[config.mk]
export PLATFORM = sky130hd
export DESIGN_NAME = dcache_ld_resp
export DESIGN_NICKNAME = d
export VERILOG_FILES = /design/src/rtl/sys_defs.sv /design/src/rtl/mshr_alloc_pick.sv /design/src/rtl/dcache_ld_resp.sv
export SDC_FILE = /design/constraint.sdc
export NUM_CORES = 1
export LEC_CHECK = 0
export BUFFER_PORTS_ARGS = -buffer_cell sky130_fd_sc_hd__buf_2
export CAP_MARGIN = 20
export CORE_ASPECT_RATIO = 0.9
export CORE_UTILIZATION = 50
export DETAILED_ROUTE_END_ITERATION = 12
export PLACE_DENSITY = 0.84
export SYNTH_ARGS = -nofsm -noshare
export SYNTH_HDL_FRONTEND = slang
export SYNTH_SLANG_ARGS = --single-unit
[constraint.sdc]
create_clock -name clock -period 7 [get_ports clock]
set_clock_uncertainty 0.15 [all_clocks]
set_input_delay 0.35 -clock clock [delete_from_list [all_inputs] [get_ports clock]]
set_output_delay 0.35 -clock clock [all_outputs]
set_load 0.01 [all_outputs]
[src/rtl/sys_defs.sv]
// rtl/sys_defs.sv - shared memory/bus types and MSHR entry definitions for the load responder.
package sys_defs;

   typedef logic [31:0] ADDR;
   typedef logic [63:0] MEM_BLOCK;
   typedef logic [3:0]  MEM_TAG;

   typedef enum logic [1:0] {
      BYTE   = 2'h0,
      HALF   = 2'h1,
      WORD   = 2'h2,
      DOUBLE = 2'h3
   } MEM_SIZE;

   typedef enum logic [1:0] {
      BUS_NONE  = 2'h0,
      BUS_LOAD  = 2'h1,
      BUS_STORE = 2'h2
   } BUS_COMMAND;

   localparam int N_MSHR_DEFAULT = 4;
   // Wide enough for any practical load queue; narrowed at the module boundary.
   localparam int LQ_TAG_MAX_W   = 16;

   typedef enum logic [1:0] {
      INVALID    = 2'h0,
      WAIT_ISSUE = 2'h1,
      WAIT_DATA  = 2'h2
   } mshr_state_e;

   typedef struct packed {
      mshr_state_e             state;
      ADDR                     addr;
      logic [LQ_TAG_MAX_W-1:0] lq_tag;
      MEM_SIZE                 size;
      MEM_TAG                  mem_tag;
      logic                    dead;
   } mshr_entry_t;

   function automatic ADDR block_align(input ADDR a);
      return {a[31:3], 3'b000};
   endfunction

   function automatic logic [31:0] sat_add32(input logic [31:0] a, input logic [31:0] b);
      logic [32:0] s;
      s = {1'b0, a} + {1'b0, b};
      return s[32] ? 32'hFFFF_FFFF : s[31:0];
   endfunction

endpackage

[src/rtl/mshr_alloc_pick.sv]
// rtl/mshr_alloc_pick.sv - lowest-index pickers for a free MSHR slot and the next slot to issue.
module mshr_alloc_pick #(
   parameter int N     = 4,
   parameter int IDX_W = 2
) (
   input  logic [N-1:0]     free_vec,
   input  logic [N-1:0]     issue_vec,
   output logic             free_any,
   output logic [IDX_W-1:0] free_idx,
   output logic             issue_any,
   output logic [IDX_W-1:0] issue_idx
);

   always_comb begin
      free_any  = |free_vec;
      issue_any = |issue_vec;
      free_idx  = '0;
      issue_idx = '0;
      // Scan downward so the lowest set index is the last one written.
      for (int i = N - 1; i >= 0; i--) begin
         if (free_vec[i]) free_idx = IDX_W'(i);
         if (issue_vec[i]) issue_idx = IDX_W'(i);
      end
   end

endmodule

[src/rtl/dcache_ld_resp.sv]
// rtl/dcache_ld_resp.sv - D-cache load responder: 1-cycle hits, MSHR miss tracking, BUS_LOAD issue, refill.
// Optional DCACHE_LD_STATS_EN adds saturating hit/miss/squash counters.
module dcache_ld_resp
   import sys_defs::*;
#(
   parameter int LQ_SIZE = 128,
   parameter int N_MSHR  = N_MSHR_DEFAULT
) (
   input  logic                       clock,
   input  logic                       reset,
   input  logic                       dc_req_valid,
   input  ADDR                        dc_req_addr,
   input  MEM_SIZE                    dc_req_size,
   input  logic [$clog2(LQ_SIZE)-1:0] dc_req_tag,
   output logic                       dc_req_accept,
   output logic                       dc_load_valid,
   output MEM_BLOCK                   dc_load_data,
   output logic [$clog2(LQ_SIZE)-1:0] dc_load_tag,
   input  logic                       squash_i,
   output ADDR                        cache_rd_addr,
   input  logic                       cache_rd_hit,
   input  MEM_BLOCK                   cache_rd_data,
   output logic                       fill_valid,
   output ADDR                        fill_addr,
   output MEM_BLOCK                   fill_data,
   output BUS_COMMAND                 proc2mem_command,
   output ADDR                        proc2mem_addr,
   input  MEM_TAG                     mem2proc_transaction_tag,
   input  MEM_BLOCK                   mem2proc_data,
   input  MEM_TAG                     mem2proc_data_tag
`ifdef DCACHE_LD_STATS_EN
   ,
   output logic [31:0]                stat_hits,
   output logic [31:0]                stat_misses,
   output logic [31:0]                stat_squashed
`endif
);

   localparam int TAG_W = $clog2(LQ_SIZE);
   localparam int IDX_W = (N_MSHR > 1) ? $clog2(N_MSHR) : 1;

   mshr_entry_t mshr_q [N_MSHR];
   mshr_entry_t mshr_d [N_MSHR];

   logic             resp_valid_q, resp_valid_d;
   logic [TAG_W-1:0] resp_tag_q, resp_tag_d;
   MEM_BLOCK         resp_data_q, resp_data_d;
   logic             fill_valid_q, fill_valid_d;
   ADDR              fill_addr_q, fill_addr_d;
   MEM_BLOCK         fill_data_q, fill_data_d;

   logic [N_MSHR-1:0] free_vec, issue_vec;
   logic              free_any, issue_any;
   logic [IDX_W-1:0]  free_idx, issue_idx;
   logic              ret_hit;
   logic [IDX_W-1:0]  ret_idx;
   logic              issue_fire;
   logic              req_miss;

   always_comb begin
      free_vec  = '0;
      issue_vec = '0;
      for (int i = 0; i < N_MSHR; i++) begin
         free_vec[i]  = (mshr_q[i].state == INVALID);
         issue_vec[i] = (mshr_q[i].state == WAIT_ISSUE);
      end
   end

   mshr_alloc_pick #(
      .N     (N_MSHR),
      .IDX_W (IDX_W)
   ) u_pick (
      .free_vec  (free_vec),
      .issue_vec (issue_vec),
      .free_any  (free_any),
      .free_idx  (free_idx),
      .issue_any (issue_any),
      .issue_idx (issue_idx)
   );

   always_comb begin
      ret_hit = 1'b0;
      ret_idx = '0;
      for (int i = N_MSHR - 1; i >= 0; i--) begin
         if (mem2proc_data_tag != '0 && mshr_q[i].state == WAIT_DATA &&
             mshr_q[i].mem_tag == mem2proc_data_tag) begin
            ret_hit = 1'b1;
            ret_idx = IDX_W'(i);
         end
      end
   end

   // A memory return owns the response slot, so the request port is closed on those cycles.
   assign cache_rd_addr    = dc_req_addr;
   assign dc_req_accept    = dc_req_valid && !squash_i && !ret_hit && (cache_rd_hit || free_any);
   assign req_miss         = dc_req_accept && !cache_rd_hit;
   assign issue_fire       = issue_any && !squash_i;
   assign proc2mem_command = issue_fire ? BUS_LOAD : BUS_NONE;
   assign proc2mem_addr    = mshr_q[issue_idx].addr;

   always_comb begin
      for (int i = 0; i < N_MSHR; i++) mshr_d[i] = mshr_q[i];

      if (issue_fire && mem2proc_transaction_tag != '0) begin
         mshr_d[issue_idx].state   = WAIT_DATA;
         mshr_d[issue_idx].mem_tag = mem2proc_transaction_tag;
      end

      if (ret_hit) mshr_d[ret_idx] = '0;

      // Unissued misses vanish; issued ones must still drain their refill.
      if (squash_i) begin
         for (int i = 0; i < N_MSHR; i++) begin
            if (mshr_d[i].state == WAIT_ISSUE) mshr_d[i] = '0;
            else if (mshr_d[i].state == WAIT_DATA) mshr_d[i].dead = 1'b1;
         end
      end

      if (req_miss) begin
         mshr_d[free_idx].state   = WAIT_ISSUE;
         mshr_d[free_idx].addr    = block_align(dc_req_addr);
         mshr_d[free_idx].lq_tag  = LQ_TAG_MAX_W'(dc_req_tag);
         mshr_d[free_idx].size    = dc_req_size;
         mshr_d[free_idx].mem_tag = '0;
         mshr_d[free_idx].dead    = 1'b0;
      end
   end

   always_comb begin
      resp_valid_d = 1'b0;
      resp_tag_d   = resp_tag_q;
      resp_data_d  = resp_data_q;
      fill_valid_d = ret_hit;
      fill_addr_d  = fill_addr_q;
      fill_data_d  = fill_data_q;

      if (ret_hit) begin
         fill_addr_d = mshr_q[ret_idx].addr;
         fill_data_d = mem2proc_data;
         if (!mshr_q[ret_idx].dead && !squash_i) begin
            resp_valid_d = 1'b1;
            resp_tag_d   = TAG_W'(mshr_q[ret_idx].lq_tag);
            resp_data_d  = mem2proc_data;
         end
      end else if (dc_req_accept && cache_rd_hit) begin
         resp_valid_d = 1'b1;
         resp_tag_d   = dc_req_tag;
         resp_data_d  = cache_rd_data;
      end
   end

   always_ff @(posedge clock) begin
      if (reset) begin
         for (int i = 0; i < N_MSHR; i++) mshr_q[i] <= '0;
         resp_valid_q <= 1'b0;
         resp_tag_q   <= '0;
         resp_data_q  <= '0;
         fill_valid_q <= 1'b0;
         fill_addr_q  <= '0;
         fill_data_q  <= '0;
      end else begin
         for (int i = 0; i < N_MSHR; i++) mshr_q[i] <= mshr_d[i];
         resp_valid_q <= resp_valid_d;
         resp_tag_q   <= resp_tag_d;
         resp_data_q  <= resp_data_d;
         fill_valid_q <= fill_valid_d;
         fill_addr_q  <= fill_addr_d;
         fill_data_q  <= fill_data_d;
      end
   end

   assign dc_load_valid = resp_valid_q;
   assign dc_load_tag   = resp_tag_q;
   assign dc_load_data  = resp_data_q;
   assign fill_valid    = fill_valid_q;
   assign fill_addr     = fill_addr_q;
   assign fill_data     = fill_data_q;

`ifdef DCACHE_LD_STATS_EN
   logic [31:0] hits_q, hits_d;
   logic [31:0] misses_q, misses_d;
   logic [31:0] squashed_q, squashed_d;
   logic [31:0] killed_cnt;

   always_comb begin
      killed_cnt = '0;
      if (squash_i) begin
         for (int i = 0; i < N_MSHR; i++) begin
            if (mshr_q[i].state != INVALID && !mshr_q[i].dead) killed_cnt = killed_cnt + 32'd1;
         end
      end
      hits_d     = sat_add32(hits_q, {31'd0, dc_req_accept && cache_rd_hit});
      misses_d   = sat_add32(misses_q, {31'd0, req_miss});
      squashed_d = sat_add32(squashed_q, killed_cnt);
   end

   always_ff @(posedge clock) begin
      if (reset) begin
         hits_q     <= '0;
         misses_q   <= '0;
         squashed_q <= '0;
      end else begin
         hits_q     <= hits_d;
         misses_q   <= misses_d;
         squashed_q <= squashed_d;
      end
   end

   assign stat_hits     = hits_q;
   assign stat_misses   = misses_q;
   assign stat_squashed = squashed_q;
`endif

endmodule

Yosys cells after proc, flatten, opt, wreduce, memory -nomap -nowiden
Memories as Yosys holds them, arrays and structs flattened.
Cells that the tools add are included.
{"block": "word_totals", "memories": 1, "ff_bits": 169, "ram_bits": 228, "out_inout_bits": 236, "input_bits": 182}
{"block": "op_classes", "n_lt_le_gt_ge": 6, "bitwise": 9, "n_eq_ne": 21, "n_mux": 75, "n_reduce_logical": 34}
{"name": "mshr_q", "depth": 4, "width": 57, "rd": 6, "rd_ports_with_merged_regs": 0, "write_ports": 4, "line": "dcache_ld_resp.sv:42", "source": "mshr_entry_t mshr_q [N_MSHR];"}
{"operator": "228-bit bitwise mux", "count": 8}
{"operator": "57-bit demux with 2-bit select", "count": 9}
{"operator": "228-bit 2-to-1 mux", "count": 4}
{"operator": "57-bit 2-to-1 mux", "count": 7}
{"operator": "228-bit bitwise AND", "count": 1}
{"operator": "228-bit inverter", "count": 1}
{"operator": "56-bit 2-to-1 mux", "count": 4}
{"operator": "64-bit 2-to-1 mux", "count": 3}
{"operator": "55-bit 2-to-1 mux", "count": 1}
{"operator": "7-bit 2-to-1 mux", "count": 4}
{"operator": "2-bit 2-to-1 mux", "count": 12}
{"operator": "23-bit 2-to-1 mux", "count": 1}
{"operator": "1-bit 2-to-1 mux", "count": 20}
{"operator": "1-bit logical AND", "count": 19}
{"operator": "2-bit by 1-bit == test with 1-bit output (second input constant)", "count": 8}
{"operator": "2-bit == test (second input constant)", "count": 8}
{"operator": "4-bit == test", "count": 4}
{"operator": "5-bit 2-to-1 mux", "count": 2}
{"operator": "3-bit greater-or-equal comparator (second input constant)", "count": 3}
{"operator": "3-bit by 1-bit less-than comparator with 1-bit output (second input constant)", "count": 3}
{"operator": "2-bit inverter with 3-bit output", "count": 3}
{"operator": "2-bit logical NOT", "count": 4}
{"operator": "4-bit nonzero test", "count": 2}
{"operator": "4-bit OR reduction", "count": 2}
{"operator": "other kinds (6)", "count": 12}

Longest topological paths before layout
An unclocked memory read counts as a cell.
{"block": "depth", "ltp_word": 28, "depth_mapped": 11, "ltp_nobuf": 7}

By module
From an unflattened synthesis, not the netlist that was laid out.
{"block": "unflattened", "cells_unflattened": 1651, "area_unflattened_um2": 14836.7}
{"module": "dcache_ld_resp", "instances": 1, "area_each_um2": 14766.7, "cells_per_inst": 1637}
{"module": "mshr_alloc_pick", "instances": 1, "area_each_um2": 70.1, "cells_per_inst": 14}

Worst setup path before layout
OpenSTA, ideal clock, no wires.
{"block": "synth_timing", "kind": "input to register", "start": "in mem2proc_data_tag[0]", "end": "reg resp_data_q[57], in the netlist dc_load_data[57]", "cell_stages": 11, "arrival_ns": 2.439, "setup_slack_ns": 4.270, "setup_ns": 0.141, "path_cell_list": "buf_4 > nor3_2 > or3_1 > a221o_1 > buf_2 > o221a_4 > a211o_2 > nand2_2 > buf_4 > buf_4 > a311oi_2"}
{"block": "synth_between", "elab_chain_len": 13, "elab_cells_between_ends": 32, "cone_classes": "5 x eq/ne; 9 x mux; 17 x reduce/logical; 1 x memory"}
{"element": "start, declared", "line": "dcache_ld_resp.sv:30", "source": "input MEM_TAG mem2proc_data_tag"}
{"element": "branches (longest 13 deep; another with memory read 4 x 57 bit)"}
{"element": "end signal, assigned", "line": "dcache_ld_resp.sv:165", "source": "resp_data_q <= resp_data_d;"}
{"element": "end, declared", "line": "dcache_ld_resp.sv:47", "source": "MEM_BLOCK resp_data_q, resp_data_d;"}
Parallel ways; which one is timed is not known.
A chain may end at the register's enable or synchronous reset.

==> results <==
- Of the cells placed in the final design, the portion with a size suffix greater than 1 is between 20% and 30%.
- Global routing used between 30% and 40% of the available tracks across all layers.
- The power density relative to cell area is roughly 220 nW/µm².
- The family with the most delay on the worst path is buffers and inverters.
- The die is between 150 and 200 µm wide.
- The count of port buffers added during placement is between 400 and 500.
- The die boundary height is around 170 µm.
- The cell count after synthesis is around 1800.
- The number of nets in the layout is between 2000 and 2500.
- The final count of pins violating max slew came to 0.
- The detailed router finished its first iteration with roughly 1700 violations.
- The floorplan step defined a die boundary enclosing 30700 µm².
- The clock reaches the later pin of the worst-skew pair after a little over 500 ps.
- The row count is slightly below 60.
- The largest stage delay on the critical path is between 700 and 800 ps.
- Fill cells in the final layout number ~2200.
- By instance count, the cell type seen most on the critical path is sky130_fd_sc_hd__buf_4.
- Counting distinct cell types in the post-synthesis netlist gives 60.
- The fraction of the cycle the final worst path needs is roughly 63%.
- The placed cell count is ~2400.
- The number of hold violations in the final report is 0.
- The mapped netlist covers roughly 15000 µm².
- The number of buffers created by CTS is 37.
- Sorting the synthesized cells by area gives the leading types as sky130_fd_sc_hd__dfxtp_1 (47%), sky130_fd_sc_hd__nand2_1 (9.2%), sky130_fd_sc_hd__a21oi_1 (6.3%), sky130_fd_sc_hd__mux2i_1 (4.8%), sky130_fd_sc_hd__a311oi_1 (3.4%).
- The setup path with the least slack is of type reg -> reg.
- The wire length of the first global-routing pass is ~86 mm.
- The count of buffering cells on the critical path with inverters included is 3.
- Walking the worst path, the cells encountered are xor2_1 > nor4_1 > nand2_2 > buf_4 > nand3_4 > buf_4 > nand2_1 > a311oi_1 > dlygate4sd3_1.
- The HPWL after detailed placement is ~31 mm.
- The via count of the first global-routing pass came to 16000.
- The final layout contains routed wiring with a total length of ~56 mm.
- For the finished layout, the period the worst path requires is about 4400 ps.
- At the worst endpoint, the arrival time is ~4700 ps.
- In this run, synthesis inferred 0 flip-flops with an integrated enable.
- After synthesis, the most frequently instantiated cells are sky130_fd_sc_hd__nand2_1 (369), sky130_fd_sc_hd__dfxtp_1 (353), sky130_fd_sc_hd__a21oi_1 (189), sky130_fd_sc_hd__clkbuf_1 (103), sky130_fd_sc_hd__nand3_1 (87).
- Post-CTS timing repair inserted 0 buffers for setup.
- The clock sink count is roughly 350.
- The remaining antenna violation count after routing is 0.
- The tool flagged a number of max-cap violations equal to 0.
- Before antenna repair, the detailed router went through 7 iterations.
- Along the worst path, the maximum fanout reaches 76.
- The worst reg2reg path depth is 9.
- Counting buffers and inverters, the worst setup path is 9 cells deep.
- For this design, the slowest cell found on the critical path is sky130_fd_sc_hd__buf_4.
- In this run the critical register-to-register path is launched from mshr_q[2][1]$_SDFF_PP0_.
- The final standard cell count with taps included and fillers excluded is around 2700.
- The H-tree level count is 2.
- Measured against its own limit, the worst slew margin works out to between 20% and 30%.
- The post-synthesis to final-layout area growth is 32.6%.
- The library cell used as clock root buffer is sky130_fd_sc_hd__clkbuf_16.
- Across the VDD grid, the largest voltage drop is ~0.00017 V.
- The DRC violation count after routing is 0.
- The maximum number of pins on one net before global-route repair is 130.
- The proportion of synthesized flip-flops having asynchronous set or reset is 0%.
- A synthesized cell averages roughly 8.4 µm².
- Tracing the worst setup path back leads to its startpoint at mshr_q[2][1]$_SDFF_PP0_.
- Summed over all failing endpoints, the final setup total negative slack is 0 ps.
- In this run the critical register-to-register path is captured at dc_load_data[63]$_SDFFE_PP0P_.
- The buffer levels on the longest clock path is 3.
- The final hold slack is about 24 ps.
- The via count normalized by instance count is 6.16.
- The initial core utilization is a little over 50%.
- The min-delay analysis places its worst path in the category in -> reg.
- The core region is about 29000 µm².
- TritonCTS built the clock tree.
- The boundary pin count is around 420.
- Summing all placed instances gives a cell area of around 17000 µm².
- STA classifies the critical path endpoint as a flip-flop.
- The kind of start point of the critical path is a flip-flop.
- The worst slack at placement is between 2000 and 3000 ps.
- The cell count of the worst hold path is 3.
- After synthesis, the largest area contributor takes up around 47% of total cell area.
- In this run the static leakage power is 0.00852 µW.
- The post-CTS clock slew at the launch and capture registers of the worst setup and hold paths is ~70 ps.
- Setup violations remaining at the end of the flow were counted as 0.
- The detailed router placed around 16000 vias in this run.
- In the synthesized netlist the dominant register cell turns out to be sky130_fd_sc_hd__dfxtp_1.
- The total number of yosys warnings is 0.
- The number of antenna violations at the first check in global routing is 7.
- After detailed routing, the average wire length per cell comes to ~21 µm.
- The smallest setup slack after layout is 2560 ps.
- Among all cell types in the netlist, the one instantiated most often is sky130_fd_sc_hd__nand2_1.
- The final RePlAce weighted congestion is ~0.93.
- The proportion of synthesized chip area in sequential cells is approximately 47%.
- For the worst setup path, the data required time is 7300 ps.
- The run finished with clean final reports.
- The final non-filler cell area is between 15000 and 20000 µm².
- The fmax is 0.225 GHz.
- The number of nets handed over by synthesis was about 2000.
- The synthesized flop and latch total is roughly 350.
- The worst register-to-register path has a setup slack of roughly 2600 ps.
- The largest total area in the synthesized netlist belongs to sky130_fd_sc_hd__dfxtp_1.
- Setup repair after global routing left no endpoint under its margin.
- For the pin with the worst max-slew slack, the measured transition is about 1100 ps.
- The most critical setup path has its endpoint at dc_load_data[63]$_SDFFE_PP0P_.
- Summed over all layers, the global routing overflow is 0.
-- layer usage --
metal | vias to the layer above | part of all wire, % | global-route usage, % | routed length [µm]
met3 | 292 | 12 | 9.71 | 6820
li1 | 7270 | - | - | -
met1 | 7593 | 37 | 43.9 | 21100
met4 | 8 | 5.6 | 22.6 | 3150
met5 | - | 0.15 | 1.12 | 84
met2 | 1275 | 45 | 54.2 | 25200
-- area by class of cell --
class | count | area [µm²] | area share (%)
Inverter | 6 | 22.5 | 0.113
Antenna cell | 4 | 10.0 | 0.0503
Tap cell | 396 | 495 | 2.49
Clock buffer | 48 | 1020 | 5.11
Timing Repair Buffer | 605 | 3970 | 19.9
Multi-Input combinational cell | 1245 | 7140 | 35.9
Clock inverter | 11 | 190 | 0.955
Sequential cell | 353 | 7070 | 35.5
-- flip-flops by register name (all words and copies together), names as in the netlist --
register / count
mshr_q: 184
fill_valid: 1
fill_addr: 32
dc_load_data: 64
fill_data: 64
dc_load_tag: 7
dc_load_valid: 1
-- report_power, final --
group / switching (µW) / leakage [µW] / internal, µW
Sequential: 21.9 / 0.00285 / 2040
Combinational: 206 / 0.00508 / 177
Clock: 800 / 0.000590 / 1200
-- layout by cell type, fill, tap and decap left out, types with 5 or more instances in the layout --
| cell | count |
|---|---|
| sky130_fd_sc_hd__buf_2 | 407 |
| sky130_fd_sc_hd__nand2_1 | 367 |
| sky130_fd_sc_hd__dfxtp_1 | 353 |
| sky130_fd_sc_hd__a21oi_1 | 188 |
| sky130_fd_sc_hd__dlygate4sd3_1 | 171 |
| sky130_fd_sc_hd__nand3_1 | 85 |
| sky130_fd_sc_hd__o21ai_0 | 77 |
| sky130_fd_sc_hd__mux2i_1 | 72 |
| sky130_fd_sc_hd__nor3_1 | 71 |
| sky130_fd_sc_hd__nor2_1 | 62 |
| sky130_fd_sc_hd__a311oi_1 | 59 |
| sky130_fd_sc_hd__clkbuf_16 | 37 |
| sky130_fd_sc_hd__a22o_1 | 36 |
| sky130_fd_sc_hd__a22oi_1 | 35 |
| sky130_fd_sc_hd__a211oi_1 | 35 |
| sky130_fd_sc_hd__o22ai_1 | 32 |
| sky130_fd_sc_hd__buf_4 | 25 |
| sky130_fd_sc_hd__and2_1 | 12 |
| sky130_fd_sc_hd__nor2b_1 | 10 |
| sky130_fd_sc_hd__inv_1 | 6 |
| sky130_fd_sc_hd__xnor2_1 | 6 |
| sky130_fd_sc_hd__xor2_1 | 6 |
| sky130_fd_sc_hd__a311oi_2 | 6 |
| sky130_fd_sc_hd__clkbuf_1 | 6 |
| sky130_fd_sc_hd__clkbuf_8 | 6 |
| sky130_fd_sc_hd__a31oi_1 | 5 |
| sky130_fd_sc_hd__bufinv_16 | 5 |
-- worst register-to-register path: cells and delay by family, from the launching register on --
kind | cells | cell delay, ps
AND/OR/NAND/NOR | 4 | 1650
buffers and inverters | 3 | 1760
XOR/XNOR | 1 | 150
AO/OA/AOI/OAI | 1 | 350
flip-flops | 1 | 330
-- metrics by stage --
step	utilization, %	total power, µW
2_1_floorplan	-	2270
6_report	68.1	4450
3_3_place_gp	58.1	2390
3_5_place_dp	58.1	2400
4_1_cts	68.1	4450
5_1_grt	68.1	4580
-- cell families after synthesis --
kind of cell / count (synthesis) / synth area share, %
DFF: 353 / 47.1
AOI/OAI and AO/OA: 514 / 22.7
other: 1 / 0.0250
xor gates and xnor gates: 12 / 0.700
muxes: 72 / 4.80
buffers and inverters: 191 / 6.09
and+or+nand+nor: 646 / 18.6
-- how the worst min path moves through the flow --
stage,start,end,slack (ps)
final,mem2proc_transaction_tag[3],mshr_q[2][4]$_SDFF_PP0_,20
after global routing,mem2proc_data[6],fill_data[6]$_SDFFE_PP0N_,10
after detailed placement,fill_data[2]$_SDFFE_PP0N_,fill_data[2]$_SDFFE_PP0N_,290
after CTS,mem2proc_transaction_tag[0],mshr_q[2][1]$_SDFF_PP0_,0.9
after floorplan,mshr_q[1][10]$_SDFF_PP0_,mshr_q[1][10]$_SDFF_PP0_,280
after global placement,fill_data[20]$_SDFFE_PP0N_,fill_data[20]$_SDFFE_PP0N_,290
-- what timing repair did --
item,CTS,global route
resized for setup,0,0
endpoints found under the hold margin,243,0
hold buffers,171,0
Note: power is estimated with default switching activity, not from simulation.
